--- config.mk ---
export PLATFORM = sky130hd
export DESIGN_NAME = rast_sched_flat
export DESIGN_NICKNAME = d
export VERILOG_FILES = /design/src/rtl/rast_sched_pkg.sv /design/src/rtl/rast_sched_if.sv /design/src/rtl/rast_sched_rr_arbiter.sv /design/src/rtl/rast_sched.sv /design/src/flat_wrapper.sv
export SDC_FILE = /design/constraint.sdc
export NUM_CORES = 1
export LEC_CHECK = 0
export BUFFER_PORTS_ARGS = -buffer_cell sky130_fd_sc_hd__buf_2
export CORE_AREA = 2 2 380 382
export CTS_BUF_LIST = sky130_fd_sc_hd__clkbuf_2
export DETAILED_ROUTE_END_ITERATION = 10
export DIE_AREA = 0 0 382 384
export PLACE_DENSITY_LB_ADDON = 0.3
export RECOVER_POWER = 25
export SLEW_MARGIN = 15
export SYNTH_ARGS = -nofsm -noshare
export SYNTH_HDL_FRONTEND = slang
export SYNTH_SLANG_ARGS = --single-unit
--- constraint.sdc ---
create_clock -name clk -period 4.6 [get_ports clk]
set_clock_uncertainty 0.1 [all_clocks]
set_input_delay 0.92 -clock clk [delete_from_list [all_inputs] [get_ports clk]]
set_output_delay 0.92 -clock clk [all_outputs]
set_load 0.05 [all_outputs]
--- src/rtl/rast_sched_pkg.sv ---
// Shared parameters, state encoding and reset constants for the rast triangle
// scheduler and its sub-blocks.
package rast_sched_pkg;

  localparam int SIGFIG    = 24;
  localparam int RADIX     = 10;
  localparam int VERTS     = 3;
  localparam int AXIS      = 3;
  localparam int COLORS    = 3;
  localparam int NREQ_DEF  = 2;
  localparam int DRAIN_DEF = 16;

  localparam logic [3:0] SUBSAMPLE_RST = 4'b1000;

  typedef enum logic [1:0] {
    RUN,
    DRAIN,
    CFG
  } rast_sched_state_e;

endpackage

--- src/rtl/rast_sched_if.sv ---
// Bundle of requester, configuration and rast-facing signals of rast_sched.
// The slave modport is the scheduler; master is whoever drives it.
interface rast_sched_if
  import rast_sched_pkg::*;
#(
  parameter int NREQ = NREQ_DEF
);
  localparam int IDW = (NREQ > 1) ? $clog2(NREQ) : 1;

  // Handshake: req_valid[i] must not depend on req_ready[i]; a triangle moves
  // from requester i on any cycle where both are high. cfg_valid is held until
  // the cycle cfg_ready is high, and rast takes the R10 triangle on any cycle
  // where validTri_R10H and halt_RnnnnL are both high.
  logic [NREQ-1:0]                                  req_valid;
  logic [NREQ-1:0]                                  req_ready;
  logic [NREQ-1:0][VERTS-1:0][AXIS-1:0][SIGFIG-1:0] req_tri;
  logic [NREQ-1:0][COLORS-1:0][SIGFIG-1:0]          req_color;
  logic [NREQ-1:0]                                  req_cull;

  logic                  cfg_valid;
  logic                  cfg_ready;
  logic [1:0][SIGFIG-1:0] cfg_screen;
  logic [3:0]            cfg_subsample;

  logic                                  halt_RnnnnL;
  logic [VERTS-1:0][AXIS-1:0][SIGFIG-1:0] tri_R10S;
  logic [COLORS-1:0][SIGFIG-1:0]          color_R10U;
  logic                                  validTri_R10H;
  logic                                  to_cull;
  logic [1:0][SIGFIG-1:0]                 screen_RnnnnS;
  logic [3:0]                            subSample_RnnnnU;
  logic [IDW-1:0]                        grant_id;
  logic                                  busy;
  rast_sched_state_e                     dbg_state;

  modport slave (
    input  req_valid, req_tri, req_color, req_cull,
    input  cfg_valid, cfg_screen, cfg_subsample, halt_RnnnnL,
    output req_ready, cfg_ready, tri_R10S, color_R10U, validTri_R10H, to_cull,
    output screen_RnnnnS, subSample_RnnnnU, grant_id, busy, dbg_state
  );

  modport master (
    output req_valid, req_tri, req_color, req_cull,
    output cfg_valid, cfg_screen, cfg_subsample, halt_RnnnnL,
    input  req_ready, cfg_ready, tri_R10S, color_R10U, validTri_R10H, to_cull,
    input  screen_RnnnnS, subSample_RnnnnU, grant_id, busy, dbg_state
  );

endinterface

--- src/rtl/rast_sched_rr_arbiter.sv ---
// Round-robin arbiter: searches from ptr+1 upward (wrapping) and returns the
// first requesting index as both one-hot grant and binary index.
module rr_arbiter #(
  parameter int NREQ = 2,
  parameter int IDW  = (NREQ > 1) ? $clog2(NREQ) : 1
) (
  input  logic [NREQ-1:0] req,
  input  logic [IDW-1:0]  ptr,
  output logic [NREQ-1:0] gnt,
  output logic [IDW-1:0]  idx,
  output logic            any
);

  function automatic logic [IDW-1:0] wrap_idx(input logic [IDW-1:0] p, input int k);
    return IDW'((int'(p) + k) % NREQ);
  endfunction

  always_comb begin
    gnt = '0;
    idx = '0;
    any = 1'b0;
    // k = NREQ wraps back to ptr itself, so the last winner is searched last.
    for (int k = 1; k <= NREQ; k++) begin
      if (!any && req[wrap_idx(ptr, k)]) begin
        any                  = 1'b1;
        gnt[wrap_idx(ptr, k)] = 1'b1;
        idx                  = wrap_idx(ptr, k);
      end
    end
  end

endmodule

--- src/rtl/rast_sched.sv ---
// Triangle scheduler in front of rast: round-robin requester arbitration into
// a one-deep R10 output register, plus drain-gated screen/subsample updates.
module rast_sched #(
  parameter int NREQ  = rast_sched_pkg::NREQ_DEF,
  parameter int DRAIN = rast_sched_pkg::DRAIN_DEF
) (
  input logic        clk,
  input logic        rst,
  rast_sched_if.slave bus
);
  import rast_sched_pkg::SIGFIG;
  import rast_sched_pkg::VERTS;
  import rast_sched_pkg::AXIS;
  import rast_sched_pkg::COLORS;
  import rast_sched_pkg::SUBSAMPLE_RST;
  import rast_sched_pkg::rast_sched_state_e;
  import rast_sched_pkg::RUN;
  import rast_sched_pkg::CFG;

  localparam int IDW = (NREQ > 1) ? $clog2(NREQ) : 1;
  localparam int CW  = $clog2(DRAIN + 1);

  typedef logic [VERTS-1:0][AXIS-1:0][SIGFIG-1:0] tri_t;
  typedef logic [COLORS-1:0][SIGFIG-1:0]          color_t;
  typedef logic [1:0][SIGFIG-1:0]                 screen_t;

  rast_sched_state_e state_q, state_d;
  logic [IDW-1:0]    ptr_q, ptr_d;
  logic              or_valid_q, or_valid_d;
  tri_t              or_tri_q, or_tri_d;
  color_t            or_color_q, or_color_d;
  logic              or_cull_q, or_cull_d;
  logic [IDW-1:0]    or_id_q, or_id_d;
  logic [CW-1:0]     cnt_q, cnt_d;
  screen_t           screen_q, screen_d;
  logic [3:0]        sub_q, sub_d;

  logic [NREQ-1:0] arb_gnt;
  logic [NREQ-1:0] req_ready_c;
  logic [IDW-1:0]  arb_idx;
  logic            arb_any;
  logic            accepted;
  logic            load_en;
  logic            cfg_ready_c;

  // The OR may reload in the same cycle rast takes its current triangle.
  assign accepted = or_valid_q & bus.halt_RnnnnL;
  assign load_en  = ~or_valid_q | accepted;

  rr_arbiter #(
    .NREQ(NREQ),
    .IDW (IDW)
  ) u_arb (
    .req(bus.req_valid),
    .ptr(ptr_q),
    .gnt(arb_gnt),
    .idx(arb_idx),
    .any(arb_any)
  );

  always_comb begin
    state_d     = state_q;
    ptr_d       = ptr_q;
    or_valid_d  = or_valid_q;
    or_tri_d    = or_tri_q;
    or_color_d  = or_color_q;
    or_cull_d   = or_cull_q;
    or_id_d     = or_id_q;
    cnt_d       = cnt_q;
    screen_d    = screen_q;
    sub_d       = sub_q;
    req_ready_c = '0;
    cfg_ready_c = 1'b0;

    case (state_q)
      RUN: begin
        if (bus.cfg_valid) begin
          // Pending config starves all requesters until the OR has emptied.
          if (load_en) begin
            or_valid_d = 1'b0;
            state_d    = rast_sched_pkg::DRAIN;
            cnt_d      = CW'(DRAIN);
          end
        end else if (load_en) begin
          if (arb_any) begin
            req_ready_c = arb_gnt;
            or_valid_d  = 1'b1;
            or_tri_d    = bus.req_tri[arb_idx];
            or_color_d  = bus.req_color[arb_idx];
            or_cull_d   = bus.req_cull[arb_idx];
            or_id_d     = arb_idx;
            ptr_d       = arb_idx;
          end else begin
            or_valid_d = 1'b0;
          end
        end
      end
      rast_sched_pkg::DRAIN: begin
        // Only an unbroken run of DRAIN halt-high cycles proves rast is empty.
        if (!bus.halt_RnnnnL) begin
          cnt_d = CW'(DRAIN);
        end else if (cnt_q == CW'(1)) begin
          state_d  = CFG;
          screen_d = bus.cfg_screen;
          sub_d    = bus.cfg_subsample;
        end else begin
          cnt_d = cnt_q - CW'(1);
        end
      end
      CFG: begin
        cfg_ready_c = 1'b1;
        state_d     = RUN;
      end
      default: state_d = RUN;
    endcase
  end

  always_ff @(posedge clk or negedge rst) begin
    if (!rst) begin
      state_q    <= RUN;
      ptr_q      <= IDW'(NREQ - 1);
      or_valid_q <= 1'b0;
      or_tri_q   <= '0;
      or_color_q <= '0;
      or_cull_q  <= 1'b0;
      or_id_q    <= '0;
      cnt_q      <= '0;
      screen_q   <= '0;
      sub_q      <= SUBSAMPLE_RST;
    end else begin
      state_q    <= state_d;
      ptr_q      <= ptr_d;
      or_valid_q <= or_valid_d;
      or_tri_q   <= or_tri_d;
      or_color_q <= or_color_d;
      or_cull_q  <= or_cull_d;
      or_id_q    <= or_id_d;
      cnt_q      <= cnt_d;
      screen_q   <= screen_d;
      sub_q      <= sub_d;
    end
  end

  assign bus.req_ready        = rst ? req_ready_c : '0;
  assign bus.cfg_ready        = cfg_ready_c;
  assign bus.tri_R10S         = or_tri_q;
  assign bus.color_R10U       = or_color_q;
  assign bus.validTri_R10H    = or_valid_q;
  assign bus.to_cull          = or_cull_q;
  assign bus.grant_id         = or_id_q;
  assign bus.screen_RnnnnS    = screen_q;
  assign bus.subSample_RnnnnU = sub_q;
  assign bus.busy             = (state_q != RUN) | or_valid_q;
  assign bus.dbg_state        = state_q;

endmodule

--- src/flat_wrapper.sv ---
// flat-port wrapper written by rule: the top's interface ports become plain ports
module rast_sched_flat import rast_sched_pkg::SIGFIG; import rast_sched_pkg::VERTS; import rast_sched_pkg::AXIS; import rast_sched_pkg::COLORS; import rast_sched_pkg::SUBSAMPLE_RST; import rast_sched_pkg::rast_sched_state_e; import rast_sched_pkg::RUN; import rast_sched_pkg::CFG;
#(
  parameter int NREQ  = rast_sched_pkg::NREQ_DEF,
  parameter int DRAIN = rast_sched_pkg::DRAIN_DEF
)
  (clk, rst, bus_req_valid, bus_req_tri, bus_req_color, bus_req_cull, bus_cfg_valid, bus_cfg_screen, bus_cfg_subsample, bus_halt_RnnnnL, bus_req_ready, bus_cfg_ready, bus_tri_R10S, bus_color_R10U, bus_validTri_R10H, bus_to_cull, bus_screen_RnnnnS, bus_subSample_RnnnnU, bus_grant_id, bus_busy, bus_dbg_state);
  rast_sched_if #(.NREQ(NREQ)) bus_i ();
  input logic clk;
  input logic rst;
  input wire logic [$bits(bus_i.req_valid)-1:0] bus_req_valid;
  input wire logic [$bits(bus_i.req_tri)-1:0] bus_req_tri;
  input wire logic [$bits(bus_i.req_color)-1:0] bus_req_color;
  input wire logic [$bits(bus_i.req_cull)-1:0] bus_req_cull;
  input wire logic [$bits(bus_i.cfg_valid)-1:0] bus_cfg_valid;
  input wire logic [$bits(bus_i.cfg_screen)-1:0] bus_cfg_screen;
  input wire logic [$bits(bus_i.cfg_subsample)-1:0] bus_cfg_subsample;
  input wire logic [$bits(bus_i.halt_RnnnnL)-1:0] bus_halt_RnnnnL;
  output wire logic [$bits(bus_i.req_ready)-1:0] bus_req_ready;
  output wire logic [$bits(bus_i.cfg_ready)-1:0] bus_cfg_ready;
  output wire logic [$bits(bus_i.tri_R10S)-1:0] bus_tri_R10S;
  output wire logic [$bits(bus_i.color_R10U)-1:0] bus_color_R10U;
  output wire logic [$bits(bus_i.validTri_R10H)-1:0] bus_validTri_R10H;
  output wire logic [$bits(bus_i.to_cull)-1:0] bus_to_cull;
  output wire logic [$bits(bus_i.screen_RnnnnS)-1:0] bus_screen_RnnnnS;
  output wire logic [$bits(bus_i.subSample_RnnnnU)-1:0] bus_subSample_RnnnnU;
  output wire logic [$bits(bus_i.grant_id)-1:0] bus_grant_id;
  output wire logic [$bits(bus_i.busy)-1:0] bus_busy;
  output wire logic [$bits(bus_i.dbg_state)-1:0] bus_dbg_state;
  assign bus_i.req_valid = bus_req_valid;
  assign bus_i.req_tri = bus_req_tri;
  assign bus_i.req_color = bus_req_color;
  assign bus_i.req_cull = bus_req_cull;
  assign bus_i.cfg_valid = bus_cfg_valid;
  assign bus_i.cfg_screen = bus_cfg_screen;
  assign bus_i.cfg_subsample = bus_cfg_subsample;
  assign bus_i.halt_RnnnnL = bus_halt_RnnnnL;
  assign bus_req_ready = bus_i.req_ready;
  assign bus_cfg_ready = bus_i.cfg_ready;
  assign bus_tri_R10S = bus_i.tri_R10S;
  assign bus_color_R10U = bus_i.color_R10U;
  assign bus_validTri_R10H = bus_i.validTri_R10H;
  assign bus_to_cull = bus_i.to_cull;
  assign bus_screen_RnnnnS = bus_i.screen_RnnnnS;
  assign bus_subSample_RnnnnU = bus_i.subSample_RnnnnU;
  assign bus_grant_id = bus_i.grant_id;
  assign bus_busy = bus_i.busy;
  assign bus_dbg_state = bus_i.dbg_state;
  rast_sched #(.NREQ(NREQ), .DRAIN(DRAIN)) u_core (.clk(clk), .rst(rst), .bus(bus_i));
endmodule
==> impl_metrics.tcl, run 1 <==
set metrics [dict create \
    status "aborted with a tool error" \
    failed_stage "clock tree synthesis" \
    stop_error "[ERROR RSZ-0060] Max buffer count reached." \
    yosysTopAreaCellShare 0.567 \
    post_cts_resized 0 \
    rows 139 \
    cts_num_sinks 351 \
    synthesis.area_sq_um 15400 \
    die_y_microns 384 \
    syn_inst 1740 \
    die_w_microns 382 \
    root_buffer "clkbuf_2" \
    ys_types 36 \
    yosysSeqAreaShare 0.570 \
    synthArstFlopShare 1.00 \
    synth_area_leader_cell "dfrtp_1" \
    post_cts_buffers 0 \
    cts_buffers 105 \
    yosysWarnings 0 \
    start_util 0.108 \
    yosysMostFrequentCell "nand2_1" \
    synthTopCellsByCount "583 x nand2_1, 349 x dfrtp_1, 292 x nor2_1" \
    port_buffers 984 \
    cts-htree-levels 3 \
    cts_hold_buf 939 \
    cts_buffer_depth 3 \
    syn_area_per_cell_sq_um 8.86 \
    synth_nets 2378 \
    place_area_sq_um 22400 \
    hpwl_microns 65800 \
    gp_congestion 0.856 \
    ys.flop_type "dfrtp_1" \
    synth-seq-cells 351 \
    synth_edf_count 0 \
    synthTopCellsByArea "dfrtp_1 57%, nand2_1 14%, a31oi_1 12%, nor2_1 7.1%, mux2_2 3.7%" \
    io_pins 985 \
]
-- metrics by stage --
stage | util | std cells | worst slack, ns
after global placement | 0.157 | 4518 | 1.35
after floorplan | - | 1740 | 1.40
after detailed placement | 0.157 | 4518 | 1.37
-- cell families after synthesis --
kind of cell               share of synthesized area
muxes                                         0.0386
and+or+nand+nor                                0.224
adders and majority gates                    0.00162
buffers and inverters                         0.0442
AOI/OAI and AO/OA                              0.122
DFF                                            0.570
==> run 2, diff against run 1 <==
Settings changed: CORE_AREA 2 2 380 382 to 2 2 378 380, CTS_BUF_LIST sky130_fd_sc_hd__clkbuf_2 to default, DIE_AREA 0 0 382 384 to 0 0 380 382, PLACE_DENSITY_LB_ADDON 0.3 to 0.15.
==> impl_metrics.tcl, run 2 <==
set metrics [dict create \
    rows 138 \
    yosysMostFrequentCell "nand2_1" \
    cts-htree-levels 2 \
    port_buffers 984 \
    grt_usage 0.113 \
    synth_nets 2378 \
    area_delta_synth_final_pct 55.8 \
    power_mw 20.1 \
    overflow 0 \
    crit_type "flop to output port" \
    cts_hold_buf 0 \
    yosysWarnings 0 \
    first_global_vias 16420 \
    synthTopCellsByArea "dfrtp_1 57%, nand2_1 14%, a31oi_1 12%, nor2_1 7.1%, mux2_2 3.7%" \
    drtPass1Iterations 4 \
    synthTopCellsByCount "583 x nand2_1, 349 x dfrtp_1, 292 x nor2_1" \
    gp_congestion 0.839 \
    max_freq_ghz 0.284 \
    die_y_microns 382 \
    post_route_cells_drive_above_1_share 0.422 \
    endpoint_kind "output port" \
    drtIter0Drc 674 \
    final_cell_mix "983 x buf_2, 582 x nand2_1, 349 x dfrtp_1" \
    top_layer "met5" \
    post_cts_buffers 0 \
    failed_checks "capacitance limit, slew limit" \
    nets 3303 \
    start_kind "flop" \
    totalWireLength_microns 85900 \
    peakVddDrop_mv 0.273 \
    worstMarginPinSlew_ns 2.71 \
    grt_antenna_before_repair 39 \
    die_area_sq_um 145000 \
    post_cts_resized 0 \
    grt_max_degree 129 \
    reg2reg_slack_ns 2.03 \
    cts_num_sinks 351 \
    root_buffer "clkbuf_16" \
    power_density_nw_per_um2 835 \
    io_pins 985 \
    hold_path_class "input pin to asynchronous set/reset pin" \
    wl_met3_microns 7020 \
    drc_errors 0 \
    synth-seq-cells 351 \
    yosysTopAreaCellShare 0.567 \
    drtAntennaViolNets 0 \
    required_ns 3.58 \
    worst_ep_arrival_time_ns 2.50 \
    synthesis.area_sq_um 15400 \
    viasPerCell 3.46 \
    ys_types 36 \
    largest_reg_flops 216 \
    drv_slew 215 \
    synth_edf_count 0 \
    syn_inst 1740 \
    fin_setup_tns_ns 0 \
    maxSlewHeadroom -0.806 \
    wl_met2_microns 42100 \
    start_util 0.109 \
    status "finished with violations" \
    fin_crit_sh 0.765 \
    core-area_sq_um 141000 \
    synth_area_leader_cell "dfrtp_1" \
    die_w_microns 380 \
    cts_buffer_depth 3 \
    synthArstFlopShare 1.00 \
    cts_tree "yes" \
    routedWlPerCell_microns 18.6 \
    grt_pass1_wl_microns 120000 \
    wl_met1_microns 33900 \
    syn_area_per_cell_sq_um 8.86 \
    final_common_cell "buf_2" \
    fillers 16331 \
    final-hold-violation-count 0 \
    period_minus_slack_ns 3.52 \
    clk_latency_ns 0.60 \
    vias 15966 \
    hpwl_microns 66100 \
    cts_buffers 50 \
    rsz0062_at_grt "false" \
    leakagePower_nw 11.8 \
    yosysSeqAreaShare 0.570 \
    drv_cap 3 \
    ys.flop_type "dfrtp_1" \
    path_clk_slew_ns 0.06 \
    path_max_fanout 11 \
    setup_viol 0 \
]
==> run 2: cell counts after synthesis <==
No cell type changed its count.
==> run 2: power breakdown <==
group	switching (mW)	total, mW	internal (mW)
logic	8.25	10.6	2.37
registers	0.861	5.49	4.62
clock network	1.59	3.95	2.36
==> run 2: critical path, cell delays in order, from the launching register on <==
cell and delay [ns]:
dfrtp_1 0.51, nor4_1 0.32, buf_4 0.20, and3_1 0.47
buf_2 0.39
==> run 2: cells by family after synthesis <==
family | share of synthesized area
fa+ha+maj | 0.00162
flops | 0.570
buf+inv | 0.0442
simple gates | 0.224
compound gates | 0.122
mux | 0.0386
==> run 2: area by class of cell <==
type / instances / area [sq um] / area share
inverters: 3 / 11.3 / 0.000469
flip-flops and latches: 351 / 8790 / 0.366
clock buffers: 78 / 1520 / 0.0632
well taps: 1890 / 2360 / 0.0985
diodes: 15 / 37.5 / 0.00156
multi-input cells: 1251 / 5950 / 0.248
clock inverters: 12 / 116 / 0.00484
repair buffers: 1008 / 5230 / 0.218
==> run 2: final timing paths <==
check                                                   from                           end  depth (start not counted)
worst max-delay path                 u_core.bus.dbg_state[1]              bus_req_ready[1]                          4
max in group asynchronous                                rst     u_core.bus.color_R10U[11]                          2
worst min register to register  u_core.bus.screen_RnnnnS[29]  u_core.bus.screen_RnnnnS[29]                          1
worst max register to register               u_core.cnt_q[1]  u_core.bus.screen_RnnnnS[44]                          6
min in group clk                u_core.bus.screen_RnnnnS[29]  u_core.bus.screen_RnnnnS[29]                          1
worst min-delay path                                     rst     u_core.bus.color_R10U[69]                          1
==> run 2: metrics by stage <==
stage / hold slack [ns] / utilization / setup slack [ns] / std cells / instance area (sq um)
finish: 0.0868 / 0.170 / 1.08 / 4608 / 24000
global route: 0.0529 / 0.170 / 0.690 / 4603 / 24000
CTS: 0.0438 / 0.171 / 0.933 / 4593 / 24000
detailed placement: 0.372 / 0.159 / 1.12 / 4503 / 22400
global placement: 0.368 / 0.159 / 1.10 / 4503 / 22400
floorplan: 0.392 / - / 1.40 / 1740 / 15400
==> run 2: layer usage <==
layer	up-vias	global-route usage
met3	144	0.0429
met1	7508	0.128
met5	-	0
met4	44	0.0377
li1	7707	-
met2	563	0.194
No activity file was read; power rests on OpenSTA's default activity.
